$ cat config.mk
export PLATFORM = sky130hd
export DESIGN_NAME = eth_fcs_check
export DESIGN_NICKNAME = d
export VERILOG_FILES = /design/src/rtl/eth_fcs_check.sv
export SDC_FILE = /design/constraint.sdc
export NUM_CORES = 1
export LEC_CHECK = 0
export ABC_AREA = 1
export BUFFER_PORTS_ARGS = -buffer_cell sky130_fd_sc_hd__buf_2
export CORE_ASPECT_RATIO = 2
export CORE_MARGIN = 4
export CORE_UTILIZATION = 32
export DETAILED_ROUTE_END_ITERATION = 16
export PLACE_DENSITY = 0.55
export SLEW_MARGIN = 20
export SYNTH_ARGS = -nofsm -noshare
export SYNTH_HDL_FRONTEND = slang
export SYNTH_SLANG_ARGS = --single-unit
$ cat constraint.sdc
create_clock -name clk -period 4.3 [get_ports clk]
set_clock_uncertainty 0.1 [all_clocks]
set_input_delay 0.43 -clock clk [delete_from_list [all_inputs] [get_ports clk]]
set_output_delay 0.43 -clock clk [all_outputs]
set_load 0.03 [all_outputs]
$ cat src/rtl/eth_fcs_check.sv
// Receive-side Ethernet FCS checker: feeds nibbles to an external crc32_4bit, strips the 4-byte FCS, flags bad/runt frames.
// Latency: CRC feed and payload out are one register stage (payload nibble k leaves the cycle after nibble k+8 arrives); done/kill two cycles after the last nibble.
// Backpressure: none; input is a contiguous valid stream; a frame arriving before the previous verdict completes is dropped whole.
//
// Ports:
//   clk, rst              system clock, synchronous active-high reset
//   axiiv, axiid          input nibble stream (preamble/SFD removed, FCS included), MSB-first bits
//   crc_en, crc_data      registered feed to the engine's crc_en / data_in
//   crc_clr               one-cycle engine clear in the verdict cycle (engine rst = rst | crc_clr)
//   crc_out_en, crc_out   engine valid (debug only) and CRC register
//   axiov, axiod          payload nibble stream with the trailing 8 FCS nibbles removed
//   done, kill            one-cycle end-of-frame pulse; kill (valid with done) = bad FCS or runt
module eth_fcs_check #(
   parameter int unsigned MIN_NIBBLES = 128,
   parameter logic [31:0] RESIDUE     = 32'h38FB2284
) (
   input  logic        clk,
   input  logic        rst,
   input  logic        axiiv,
   input  logic [3:0]  axiid,
   output logic        crc_en,
   output logic [3:0]  crc_data,
   output logic        crc_clr,
   input  logic        crc_out_en,
   input  logic [31:0] crc_out,
   output logic        axiov,
   output logic [3:0]  axiod,
   output logic        done,
   output logic        kill
);

   localparam logic [11:0] MIN_CNT = 12'(MIN_NIBBLES);

   // The cycle RECV spends observing axiiv low is the engine's absorb slot for
   // the last registered nibble, so RECV exits straight to the verdict state.
   typedef enum logic [1:0] {
      S_IDLE  = 2'd0,
      S_RECV  = 2'd1,
      S_CHECK = 2'd2,
      S_DROP  = 2'd3
   } state_t;

   state_t           state;
   state_t           state_nxt;
   logic [11:0]      len_cnt;
   logic [7:0][3:0]  strip_sr;
   logic [3:0]       fill;
   logic             accept;

   // Engine valid is only of interest on a debug probe.
   logic unused_crc_out_en;
   assign unused_crc_out_en = crc_out_en;

   // Nibbles are only taken while a frame is (or may start) being received;
   // DROP and the verdict cycle never feed the engine or the payload path.
   assign accept = axiiv && ((state == S_IDLE) || (state == S_RECV));

   always_ff @(posedge clk) begin
      if (rst) begin
         state    <= S_IDLE;
         len_cnt  <= '0;
         strip_sr <= '0;
         fill     <= '0;
         crc_en   <= 1'b0;
         crc_data <= '0;
         axiov    <= 1'b0;
         axiod    <= '0;
      end else begin
         state    <= state_nxt;
         crc_en   <= accept;
         crc_data <= accept ? axiid : 4'h0;
         axiov    <= 1'b0;

         if (accept) begin
            if (state == S_IDLE) begin
               // First nibble of a frame: restart length and strip buffer.
               len_cnt  <= 12'd1;
               strip_sr <= {28'h0, axiid};
               fill     <= 4'd1;
            end else begin
               if (len_cnt != 12'hFFF)
                  len_cnt <= len_cnt + 12'd1;
               // With 8 nibbles held, the oldest can no longer be FCS.
               if (fill == 4'd8) begin
                  axiov <= 1'b1;
                  axiod <= strip_sr[7];
               end else begin
                  fill <= fill + 4'd1;
               end
               strip_sr <= {strip_sr[6:0], axiid};
            end
         end else if (state == S_IDLE) begin
            strip_sr <= '0;
            fill     <= '0;
         end
      end
   end

   always_comb begin
      state_nxt = state;
      done      = 1'b0;
      kill      = 1'b0;
      crc_clr   = 1'b0;
      case (state)
         S_IDLE: begin
            if (axiiv)
               state_nxt = S_RECV;
         end
         S_RECV: begin
            if (!axiiv)
               state_nxt = S_CHECK;
         end
         S_CHECK: begin
            done    = 1'b1;
            crc_clr = 1'b1;
            kill    = (crc_out != RESIDUE) || (len_cnt < MIN_CNT);
            // A frame starting inside the gap is missing its head: drop it.
            state_nxt = axiiv ? S_DROP : S_IDLE;
         end
         S_DROP: begin
            if (!axiiv)
               state_nxt = S_IDLE;
         end
         default: state_nxt = S_IDLE;
      endcase
   end

endmodule

== Word-level counts from Yosys, hierarchy flattened ==
Cells that the tools add are included.

* Word-level logic and storage cells: 59
* Input bits: 40
* Output and inout port bits: 13
* Register bits: 60

* Muxes and demuxes: 17
* Bitwise gates (word level): 2
* Equal/unequal tests: 10
* Reductions and logical operators: 12
* Add/subtract/negate cells: 2
* $lt $le $gt $ge: 1

{| class="wikitable"
|+ Operator list
! kind !! number
|-
| 32-bit 2-to-1 mux || 3
|-
| 32-bit by 30-bit inequality test with 1-bit output (second input constant) || 1
|-
| 12-bit 2-to-1 mux || 2
|-
| 4-bit 2-to-1 mux || 4
|-
| 12-bit by 1-bit adder with 12-bit output (second input constant) || 1
|-
| 12-bit by 8-bit < comparator with 1-bit output (second input constant) || 1
|-
| 12-bit inequality test (second input constant) || 1
|-
| 2-bit 2-to-1 mux || 4
|-
| 2-bit inequality test (second input constant) || 4
|-
| 2-bit one-hot mux with 4 select lines || 1
|-
| 3-bit AND reduction || 2
|-
| 4-bit by 1-bit adder with 4-bit output (second input constant) || 1
|-
| 2-bit == test (second input constant) || 2
|-
| 4-bit == test (second input constant) || 1
|-
| 2-bit AND reduction || 2
|-
| 2-bit nonzero test || 2
|-
| 1-bit 2-to-1 mux || 3
|-
| 3-bit OR reduction || 1
|-
| 2-bit by 1-bit == test with 1-bit output (second input constant) || 1
|-
| 2-bit zero test || 1
|-
| 1-bit logical OR || 2
|-
| 1-bit inverter || 2
|-
| 2-bit OR reduction || 1
|-
| 1-bit logical AND || 1
|}

== Longest topological paths before layout ==
* Word-level depth: 5
* Gate-level depth with buffers: 11

== Least setup slack after synthesis ==
No wires, ideal clock.

* Kind: reg-to-output
* From: register state[1]
* To: output port kill
* Stages on the path, launching flop included: 4
* Data arrival time: 1.300 ns
* Required time: 3.770 ns
* Setup slack: 2.470 ns
* Path through: dfxtp_1 > inv_1 > nor2_1 > o21a_1

* Longest elaborated chain between the ends: 2

{| class="wikitable"
|+ Ends and longest elaborated chain
! item !! line !! text
|-
| from (decl) || 43 || <nowiki>state_t state;</nowiki>
|-
| from (signal assigned) || 69 || <nowiki>state <= state_nxt;</nowiki>
|-
| 2-bit == test || 104 || <nowiki>case (state)</nowiki>
|-
| 1-bit 2-to-1 mux || 104 ||
|-
| to (decl) || 29 || <nowiki>output logic kill</nowiki>
|}

No other way between the ends.

== Worst setup path in the final report ==
* From: register state[1]
* To: register strip_sr[2] in the netlist's numbering

* Longest elaborated chain between the ends: 4

{| class="wikitable"
|+ Ends and longest elaborated chain
! item !! line !! text
|-
| 2-bit by 1-bit == test with 1-bit output / 2-bit zero test (equally long branches) || 56, 92 ||
|-
| 1-bit logical OR || 56 || <nowiki>assign accept = axiiv && ((state == S_IDLE) || (state == S_RECV));</nowiki>
|-
| 1-bit logical AND || 56 ||
|-
| 32-bit 2-to-1 mux / 2-bit nonzero test (equally long branches) || -- ||
|-
| to (signal assigned) || 78 || <nowiki>strip_sr <= {28'h0, axiid};</nowiki>
|-
| to (signal assigned) || 90 || <nowiki>strip_sr <= {strip_sr[6:0], axiid};</nowiki>
|-
| to (decl) || 46 || <nowiki>logic [7:0][3:0] strip_sr;</nowiki>
|}

Several ways; a longest one is shown, not always the timed one.
A chain may end at the register's enable or synchronous reset.

==> impl_metrics.py <==
metrics = {
    "global_route": {
        "grt.total_usage_pct": 13.3,
        "grt_pass1_wl_mm": 10.6,
        "grt_max_degree": 39,
        "globalRouteOverflowTotal": 0,
        "antenna_found_initial": 0,
        "grt_pass1_vias": 2448,
    },
    "worst_setup_path": {
        "critPathRequiredTime_ns": 4.47,
        "worstPathArrival_ns": 2.36,
        "crit_start": "state[1]",
        "critPathTopFamily": "simple AND/OR/NAND/NOR gates",
        "worst-path-max-fanout": 35,
        "crit_slowest_cell": "nor2_2",
        "crit_chain": "nor2_2 -> inv_2 -> nor2_1 -> inv_1 -> nor2_1 -> a31o_2",
        "crit_path_end_kind": "flip-flop",
        "r2r_start": "state[1]",
        "max_stage_delay_ns": 0.58,
        "r2r_setup_slack_ns": 2.11,
        "path_class": "reg2reg",
        "cp_common_cell": "nor2_1",
        "start_kind": "flip-flop",
        "path_buf_inv": 2,
    },
    "sta": {
        "tns_ns": 0,
        "period_needed_ns": 2.19,
        "slew_viol_final": 0,
        "min_period_over_period_pct": 50.9,
        "setup_viol": 0,
        "slew-limit-headroom_pct": 52.5,
        "rsz0062_at_grt": "no",
        "max_freq_mhz": 457,
        "worst_slew_pin_slew_ns": 0.712,
        "final-hold-violation-count": 0,
    },
    "clocking": {
        "htreeDepth": 3,
        "ctsLongestPathBuffers": 2,
        "hold_buffers": 0,
        "post_cts_buffers": 0,
        "root_buffer": "clkbuf_16",
        "clock-sinks": 60,
        "cts_tree": "done",
        "path_clk_slew_ns": 0.05,
        "cts_buffers": 9,
        "cts_resized": 0,
        "insertion_delay_ns": 0.32,
    },
    "drt": {
        "vias_per_cell": 4.85,
        "routedWlPerCell_um": 12.3,
        "drcViolationCount": 0,
        "dr.pass1.iters": 4,
        "vias": 2513,
        "drtIter0Drc": 109,
        "ant_nets": 0,
        "wl_mm": 6.38,
    },
    "die": {
        "core-area_um2": 8290,
        "initial_core_util_pct": 32.9,
        "die_h_um": 139,
        "io_pins": 53,
        "rows": 47,
        "dieArea_um2": 10200,
        "die_x_um": 73.3,
    },
    "yosys": {
        "synthCells": 370,
        "syn_nets": 413,
        "yosysTopAreaCell": "dfxtp_1",
        "synth-async-reset-ratio_pct": 0,
        "syn_avg_cell_area_um2": 7.38,
        "synth_top_cell_area_share_pct": 44.0,
        "synthTopCellsByCount": "nand2_1, dfxtp_1, nand3_1, nor2_1, a21oi_1",
        "synth.top_cells.by_area": "dfxtp_1, nand2_1, nand3_1, a21oi_1, nor2_1",
        "synth_most_common_cell": "nand2_1",
        "ys_types": 31,
        "syn_area_um2": 2730,
        "synth_edf_count": 0,
        "ys_seq_elements": 60,
        "yosys_warnings": 0,
        "synthFlopType": "dfxtp_1",
        "synth-seq-area-share_pct": 44.0,
    },
    "run": {
        "drv_cap": 0,
    },
    "layout": {
        "diodes": 0,
        "fin_nets": 460,
        "fill_cells": 856,
        "drive_above_1_share_pct": 21.7,
        "syn_to_final_growth_pct": 20.0,
    },
    "pwr": {
        "p_per_area_nw_per_um2": 394,
        "p_leak_nw": 1.38,
        "p_total_mw": 1.29,
        "irDropWorstVdd_uv": 254,
    },
    "place": {
        "globalplace.congestion": 0.876,
        "io_buffers": 51,
        "hpwl_mm": 4.51,
    },
    "status": {
        "status": "finished clean",
    },
    "worst_hold_path": {
        "hp-class": "in2reg",
        "worstHoldStart": "axiid[1]",
    },
}
[per-layer routing]
layer | vias to the layer above | track usage [%] | share of wire (%)
met4 | 0 | 7.16 | 3.4
met5 | - | 0 | 0
li1 | 1300 | - | -
met2 | 65 | 23.6 | 51
met3 | 15 | 4.50 | 6.6
met1 | 1133 | 13.1 | 39
[worst register-to-register path: cells and delay by family (launching register included)]
kind / cells / cell delay [ns]
AO/OA/AOI/OAI: 1 / 0.11
buffers and inverters: 2 / 0.64
flip-flops: 1 / 0.33
AND/OR/NAND/NOR: 3 / 0.97
[power breakdown]
group | internal [mW] | leakage [nW] | switching, mW | total (mW)
clock | 0.395 | 0.131 | 0.234 | 0.628
sequential | 0.565 | 0.486 | 0.00521 | 0.570
combinational | 0.0295 | 0.761 | 0.0624 | 0.0919
[placed cells by master (no fill, tap or decap), drive strengths merged, types with 3 or more instances in the layout]
| master | count |
|---|---|
| inv | 34 |
| nand3 | 48 |
| a31o | 4 |
| ha | 3 |
| nand3b | 5 |
| a21oi | 38 |
| dfxtp | 60 |
| buf | 52 |
| clkbuf | 11 |
| nor2 | 51 |
| nand2 | 85 |
| clkinv | 4 |
| nor3 | 4 |
| o21ai | 12 |
| nand4 | 3 |
[worst paths after layout]
path                        to  cells after the start
hold / removal     crc_data[1]                      3
hold reg to reg   strip_sr[21]                      2
setup reg to reg   strip_sr[2]                      6
setup / recovery   strip_sr[2]                      6
[sequential cells by signal, indices dropped and copies added (netlist names)]
| register | cells |
|---|---|
| strip_sr | 32 |
| len_cnt | 12 |
| axiod | 4 |
| crc_data | 4 |
| fill | 4 |
| state | 2 |
| axiov | 1 |
| crc_en | 1 |
[layout make-up]
| type | count | area (µm²) | share of cell area, % |
|---|---|---|---|
| Clock inverter | 3 | 15.0 | 0.458 |
| Inverter | 35 | 133 | 4.05 |
| Tap cell | 98 | 123 | 3.74 |
| Sequential cell | 60 | 1200 | 36.7 |
| Clock buffer | 11 | 243 | 7.41 |
| Timing Repair Buffer | 52 | 263 | 8.02 |
| Multi-Input combinational cell | 259 | 1300 | 39.6 |
[metrics by stage]
| stage | hold WS [ns] | std cells | util [%] | setup WS, ns | area [µm²] |
|---|---|---|---|---|---|
| global route | 0.238 | 518 | 39.5 | 1.91 | 3280 |
| finish | 0.235 | 518 | 39.5 | 2.11 | 3280 |
| detailed placement | 0.355 | 504 | 36.4 | 1.84 | 3020 |
| global placement | 0.348 | 504 | 36.4 | 1.84 | 3020 |
| CTS | 0.227 | 518 | 39.5 | 2.07 | 3280 |
| floorplan | 0.340 | 370 | - | 2.47 | 2730 |
[kinds of logic after synthesis]
| logic type | Yosys count | share of synthesized area (%) |
|---|---|---|
| AND/OR/NAND/NOR | 197 | 34.0 |
| flip-flops | 60 | 44.0 |
| AO/OA/AOI/OAI | 59 | 12.2 |
| buffers and inverters | 51 | 8.43 |
| adder cells (fa/ha/maj) | 3 | 1.38 |
No activity file was read; power rests on OpenSTA's default activity.
